--- src/rtl/norm_ctrl_pkg.sv ---
// Shared types and constants for the linked-list norm sequencer:
// FSM state encoding, norm mode codes and read-latency limits.
package norm_ctrl_pkg;

  typedef enum logic [2:0] {
    IDLE  = 3'd0,
    CLEAR = 3'd1,
    ISSUE = 3'd2,
    WAIT  = 3'd3,
    ACCUM = 3'd4,
    DONE  = 3'd5,
    OVF   = 3'd6
  } state_t;

  localparam logic [1:0] MODE_L1   = 2'd0;
  localparam logic [1:0] MODE_L2   = 2'd1;
  localparam logic [1:0] MODE_LINF = 2'd2;

  localparam int MEM_LAT_MAX  = 4;
  localparam int LAT_CNT_BITS = $clog2(MEM_LAT_MAX);

  // The reserved code 3 behaves as L2 so the datapath only ever sees legal modes.
  function automatic logic [1:0] norm_mode(input logic [1:0] m);
    return ((m == MODE_L1) || (m == MODE_LINF)) ? m : MODE_L2;
  endfunction

endpackage

--- src/rtl/norm_list_sequencer_if.sv ---
// Memory read port and accumulator control between the sequencer (master)
// and the memory/accumulator datapath (slave).
interface norm_list_sequencer_if #(
  parameter int ADDR_BITS = 9
);
  logic                 mem_rd;
  logic [ADDR_BITS-1:0] mem_addr;
  logic [ADDR_BITS-1:0] mem_rnext;
  logic                 acc_clr;
  logic                 acc_en;
  logic [1:0]           acc_mode;

  modport master (
    output mem_rd, mem_addr, acc_clr, acc_en, acc_mode,
    input  mem_rnext
  );

  modport slave (
    input  mem_rd, mem_addr, acc_clr, acc_en, acc_mode,
    output mem_rnext
  );
endinterface

--- src/rtl/norm_lat_timer.sv ---
// Loadable down-counter that holds the sequencer in WAIT until the memory
// read data is due; zero is high once the count has run out.
module norm_lat_timer #(
  parameter int CNT_BITS = 2
) (
  input  logic                clk,
  input  logic                rst,
  input  logic                load,
  input  logic [CNT_BITS-1:0] load_val,
  output logic                zero
);

  logic [CNT_BITS-1:0] cnt_reg;
  logic [CNT_BITS-1:0] cnt_next;

  always_comb begin
    cnt_next = cnt_reg;
    if (load) begin
      cnt_next = load_val;
    end else if (cnt_reg != '0) begin
      cnt_next = cnt_reg - 1'b1;
    end
  end

  always_ff @(posedge clk) begin
    if (rst) begin
      cnt_reg <= '0;
    end else begin
      cnt_reg <= cnt_next;
    end
  end

  assign zero = (cnt_reg == '0);

endmodule

--- src/rtl/norm_list_sequencer.sv ---
// Walks a vector stored as a linked list: one fixed-latency read per node,
// drives accumulator clear/enable, counts elements, reports done or overflow.
module norm_list_sequencer
  import norm_ctrl_pkg::*;
#(
  parameter int WORD_SIZE = 24,
  parameter int ADDR_BITS = 9,
  parameter int LEN_BITS  = 8,
  parameter int MEM_LAT   = 1
) (
  input  logic                 clk,
  input  logic                 rst,
  input  logic                 start,
  input  logic                 abort,
  input  logic [ADDR_BITS-1:0] head_addr,
  input  logic [1:0]           mode,
  norm_list_sequencer_if.master bus,
  output logic [LEN_BITS-1:0]  length,
  output logic                 busy,
  output logic                 done,
  output logic                 result_valid,
  output logic                 err_overflow,
  output logic [2:0]           state
);

  if ((MEM_LAT < 1) || (MEM_LAT > MEM_LAT_MAX) || (WORD_SIZE < 1) || (LEN_BITS < 2)) begin : g_param_check
    $error("norm_list_sequencer: unsupported parameter combination");
  end

  // Pre-increment length at which the next element would reach the maximum.
  localparam logic [LEN_BITS-1:0] LEN_LAST = {{(LEN_BITS-1){1'b1}}, 1'b0};
  // ISSUE itself covers one latency cycle and WAIT exits on zero, hence MEM_LAT-2.
  localparam logic [LAT_CNT_BITS-1:0] LAT_LOAD =
    (MEM_LAT >= 2) ? LAT_CNT_BITS'(MEM_LAT - 2) : '0;

  state_t               state_reg, state_next;
  logic [ADDR_BITS-1:0] ptr_reg, ptr_next;
  logic [LEN_BITS-1:0]  length_reg, length_next;
  logic [1:0]           mode_reg, mode_next;
  logic                 result_valid_reg, result_valid_next;
  logic                 err_overflow_reg, err_overflow_next;
  logic                 timer_load;
  logic                 timer_zero;

  norm_lat_timer #(
    .CNT_BITS (LAT_CNT_BITS)
  ) u_lat_timer (
    .clk      (clk),
    .rst      (rst),
    .load     (timer_load),
    .load_val (LAT_LOAD),
    .zero     (timer_zero)
  );

  always_ff @(posedge clk) begin
    if (rst) begin
      state_reg        <= IDLE;
      ptr_reg          <= '0;
      length_reg       <= '0;
      mode_reg         <= '0;
      result_valid_reg <= 1'b0;
      err_overflow_reg <= 1'b0;
    end else begin
      state_reg        <= state_next;
      ptr_reg          <= ptr_next;
      length_reg       <= length_next;
      mode_reg         <= mode_next;
      result_valid_reg <= result_valid_next;
      err_overflow_reg <= err_overflow_next;
    end
  end

  always_comb begin
    state_next        = state_reg;
    ptr_next          = ptr_reg;
    length_next       = length_reg;
    mode_next         = mode_reg;
    result_valid_next = result_valid_reg;
    err_overflow_next = err_overflow_reg;
    timer_load        = 1'b0;

    unique case (state_reg)
      IDLE: begin
        if (start) begin
          mode_next         = norm_mode(mode);
          ptr_next          = head_addr;
          result_valid_next = 1'b0;
          err_overflow_next = 1'b0;
          state_next        = CLEAR;
        end
      end
      CLEAR: begin
        length_next = '0;
        state_next  = ISSUE;
      end
      ISSUE: begin
        timer_load = 1'b1;
        state_next = (MEM_LAT == 1) ? ACCUM : WAIT;
      end
      WAIT: begin
        if (timer_zero) begin
          state_next = ACCUM;
        end
      end
      ACCUM: begin
        length_next = length_reg + 1'b1;
        ptr_next    = bus.mem_rnext;
        if (bus.mem_rnext == '0) begin
          state_next = DONE;
        end else if (length_reg == LEN_LAST) begin
          state_next = OVF;
        end else begin
          state_next = ISSUE;
        end
      end
      DONE: begin
        result_valid_next = 1'b1;
        state_next        = IDLE;
      end
      OVF: begin
        err_overflow_next = 1'b1;
        state_next        = IDLE;
      end
      default: begin
        state_next = IDLE;
      end
    endcase

    // Abort overrides every transition and suppresses the sticky completion flags.
    if (abort && (state_reg != IDLE)) begin
      state_next        = IDLE;
      result_valid_next = 1'b0;
      err_overflow_next = err_overflow_reg;
    end
  end

  assign bus.mem_rd   = (state_reg == ISSUE);
  assign bus.mem_addr = (state_reg == ISSUE) ? ptr_reg : '0;
  assign bus.acc_clr  = (state_reg == CLEAR);
  assign bus.acc_en   = (state_reg == ACCUM);
  assign bus.acc_mode = mode_reg;

  assign length       = length_reg;
  assign busy         = (state_reg != IDLE);
  assign done         = (state_reg == DONE) || (state_reg == OVF);
  assign result_valid = result_valid_reg;
  assign err_overflow = err_overflow_reg;
  assign state        = state_reg;

endmodule

--- src/flat_wrapper.sv ---
// flat-port wrapper written by rule: the top's interface ports become plain ports
module norm_list_sequencer_flat import norm_ctrl_pkg::*;
#(
  parameter int WORD_SIZE = 24,
  parameter int ADDR_BITS = 9,
  parameter int LEN_BITS  = 8,
  parameter int MEM_LAT   = 1
)
  (clk, rst, start, abort, head_addr, mode, length, busy, done, result_valid, err_overflow, state, bus_mem_rd, bus_mem_addr, bus_acc_clr, bus_acc_en, bus_acc_mode, bus_mem_rnext);
  norm_list_sequencer_if #(.ADDR_BITS(ADDR_BITS)) bus_i ();
  input  logic clk;
  input  logic rst;
  input  logic start;
  input  logic abort;
  input  logic [ADDR_BITS-1:0] head_addr;
  input  logic [1:0] mode;
  output logic [LEN_BITS-1:0] length;
  output logic busy;
  output logic done;
  output logic result_valid;
  output logic err_overflow;
  output logic [2:0] state;
  output wire logic [$bits(bus_i.mem_rd)-1:0] bus_mem_rd;
  output wire logic [$bits(bus_i.mem_addr)-1:0] bus_mem_addr;
  output wire logic [$bits(bus_i.acc_clr)-1:0] bus_acc_clr;
  output wire logic [$bits(bus_i.acc_en)-1:0] bus_acc_en;
  output wire logic [$bits(bus_i.acc_mode)-1:0] bus_acc_mode;
  input wire logic [$bits(bus_i.mem_rnext)-1:0] bus_mem_rnext;
  assign bus_mem_rd = bus_i.mem_rd;
  assign bus_mem_addr = bus_i.mem_addr;
  assign bus_acc_clr = bus_i.acc_clr;
  assign bus_acc_en = bus_i.acc_en;
  assign bus_acc_mode = bus_i.acc_mode;
  assign bus_i.mem_rnext = bus_mem_rnext;
  norm_list_sequencer #(.WORD_SIZE(WORD_SIZE), .ADDR_BITS(ADDR_BITS), .LEN_BITS(LEN_BITS), .MEM_LAT(MEM_LAT)) u_core (.clk(clk), .rst(rst), .start(start), .abort(abort), .head_addr(head_addr), .mode(mode), .bus(bus_i), .length(length), .busy(busy), .done(done), .result_valid(result_valid), .err_overflow(err_overflow), .state(state));
endmodule
--- config.mk ---
export PLATFORM = sky130hd
export DESIGN_NAME = norm_list_sequencer_flat
export DESIGN_NICKNAME = d
export VERILOG_FILES = /design/src/rtl/norm_ctrl_pkg.sv /design/src/rtl/norm_list_sequencer_if.sv /design/src/rtl/norm_lat_timer.sv /design/src/rtl/norm_list_sequencer.sv /design/src/flat_wrapper.sv
export SDC_FILE = /design/constraint.sdc
export NUM_CORES = 1
export LEC_CHECK = 0
export CORE_ASPECT_RATIO = 0.9
export CORE_UTILIZATION = 50
export CTS_BUF_LIST = sky130_fd_sc_hd__clkbuf_8
export DETAILED_ROUTE_END_ITERATION = 8
export PLACE_DENSITY = 0.92
export SLEW_MARGIN = 20
export SYNTH_ARGS = -nofsm -noshare
export SYNTH_HDL_FRONTEND = slang
export SYNTH_SLANG_ARGS = --single-unit
--- constraint.sdc ---
create_clock -name clk -period 3.8 [get_ports clk]
set_input_delay 0.38 -clock clk [delete_from_list [all_inputs] [get_ports clk]]
set_output_delay 0.38 -clock clk [all_outputs]
set_load 0.005 [all_outputs]
==> run metrics <==
fin cells 255; Largest register FFs 9; Rows 18; Syn Area/Cell 8.61 µm²; most frequent cells in the layout clkdlybuf4s50_1, dfxtp_1, a21oi_1, nand2_1, and2_1; first-pass GRT wire length 6130 µm; most common cell after layout, fill and taps aside clkdlybuf4s50_1; Via density 5.61; register area share after synthesis 35.1%; die area 0.00318 mm²; Crit Path Class reg -> out; Antenna Nets Post-Route 0; library cells used by synthesis 38; wire per inst 14.9 µm; Top Ports 53; vias in the first global route 1395; max frequency 351 MHz; status finished clean; crit path max fanout 14; clock skew 0.00584 ns; Area Overhead vs Synth 36.9%; ANT cells 0; initial antenna violation count 0; RSZ-0062 raised after global routing no; clk_lat worst skew 0.27 ns; DR DRC count 0; area post-placement 0.00198 mm²; Syn Inst Count 172; worst slew pin tran 0.737 ns; Setup Fix Bufs, Post-CTS 0; die width 59.4 µm; Initial Util 53.5%; cell area after synthesis 0.00148 mm²; fin crit share 75.0%; largest net degree at the start of global routing 29; slew margin rel. 50.1%; Worst VDD drop 0.205 mV; layout cells sized above 1 12.1%; number of CTS-inserted buffers 3; # setup viols final 0; worst hold start u_core.bus.acc_mode[1]; Vias 1430; Clock Path Buffers 2; Critical Path End Type output pin; Post-CTS Resized 0; Root Buffer clkbuf_8; # H-tree levels 1; worst setup path startpoint u_core.state[1]; Worst EP required 3.42 ns; arrival time worst endpoint 2.47 ns; Max Slew Vio Count 0; worst r2r src u_core.state[0]; Hold WC Path Type reg -> reg; DP Cell Count 251; fin crit period 2.85 ns; initial drt markers 22; syn_nets 199; hpwl dp 2810 µm; gr usage total 25.4%; Final nets 243; final setup margin 0.950 ns; Lkg Pwr 0.748 nW; Hold-fix buffers, CTS 0; port buffer count 52; clock sink count 26; Final Hold Fails 0; Max Cap Viol 0; Routability Congestion 0.808; CP Launch Type register; Post-Route WL 3800 µm; Pwr Total 0.629 mW; total gr overflow 0; CTS tree yes; Power Dens Cells 310 mW/mm²; Die Y 53.6 µm; Ys Warns 0; Reg clk slew, reported paths 0.09 ns; core footprint 0.00277 mm²; post-route cell area 0.00203 mm²; DP Worst Slack 1.27 ns; Final TNS setup 0 ns; Synth Register Bits 26; DRT Pass-1 Iters 4
## cells in the mapped netlist
cell type  number  area [µm²]
dfxtp_1        26         521
a21oi_1        20         100
nand2_1        14        52.6
and2_1         11        68.8
nor2_1          9        33.8
a311oi_2        7         105
nand2_2         7        43.8
buf_2           5        25.0
clkbuf_1        5        18.8
nand2b_1        5        31.3
nand4_1         5        31.3
nor3b_1         5        37.5
inv_1           4        15.0
mux2_1          4        45.0
nand3_1         4        20.0
nand3b_1        4        30.0
nor3_1          4        20.0
a311oi_1        3        26.3
and3_1          3        18.8
ha_1            3        37.5
a21o_1          2        15.0
nor2b_1         2        12.5
or2_2           2        12.5
or3b_1          2        17.5
or3b_2          2        17.5
xor2_1          2        17.5
a2111oi_2       1        15.0
a31o_2          1        8.76
a31oi_1         1        6.26
buf_1           1        3.75
buf_6           1        11.3
buf_8           1        15.0
clkinv_2        1        5.00
mux2i_1         1        10.0
nand4bb_1       1        11.3
nor4_1          1        6.26
nor4b_1         1        8.76
or3_1           1        6.26
## final timing paths
path | cells after the start | slack, ns | to
setup / recovery | 4 | 0.95 | bus_mem_addr[5]
hold / removal | 2 | 0.47 | u_core.bus.acc_mode[1]
setup reg to reg | 4 | 1.59 | u_core.length[5]
hold reg to reg | 2 | 0.47 | u_core.bus.acc_mode[1]
## logic make-up (layout without fill, tap and decap cells)
logic type	count (synthesis)	after routing	share of synthesized area [%]
xor gates and xnor gates	2	2	1.18
AOI/OAI and AO/OA	35	35	18.7
adders and majority gates	3	3	2.53
DFF	26	26	35.1
and+or+nand+nor	83	83	32.4
muxes	5	5	3.72
buffers and inverters	18	61	6.33
## layer usage
layer  global-route usage, %  vias to the layer above  wire length [µm]
met5                       0                        -                 0
met4                    11.1                        0                36
met3                    5.77                        4               179
met2                    44.8                       45              2010
met1                    29.7                      684              1580
li1                        -                      697                 -
## worst max-delay path, stage by stage (launching register included)
cell and delay, ns:
dfxtp_1 0.58, nor2b_1 0.28, nor2b_1 0.58, and2_1 0.24, clkdlybuf4s50_1 0.52
## power breakdown
part	leakage (nW)	switching, mW	internal [mW]	total, mW
combinational	0.506	0.0700	0.0756	0.146
clock	0.0288	0.0850	0.0926	0.178
sequential	0.213	0.0143	0.292	0.306
## area by class of cell
class | count | area (µm²)
multi-input cells | 128 | 867
fillers | 232 | 742
flip-flops and latches | 26 | 520
repair buffers | 52 | 515
clock buffers | 4 | 55.1
well taps | 40 | 50.0
inverters | 5 | 20.0
## stage by stage
| stage | hold slack, ns | utilization [%] |
|---|---|---|
| floorplan | 0.449 | - |
| global placement | 0.454 | 71.4 |
| detailed placement | 0.461 | 71.4 |
| CTS | 0.472 | 73.4 |
| global route | 0.515 | 73.2 |
| finish | 0.472 | 73.2 |
Note: power is estimated with default switching activity, not from simulation.
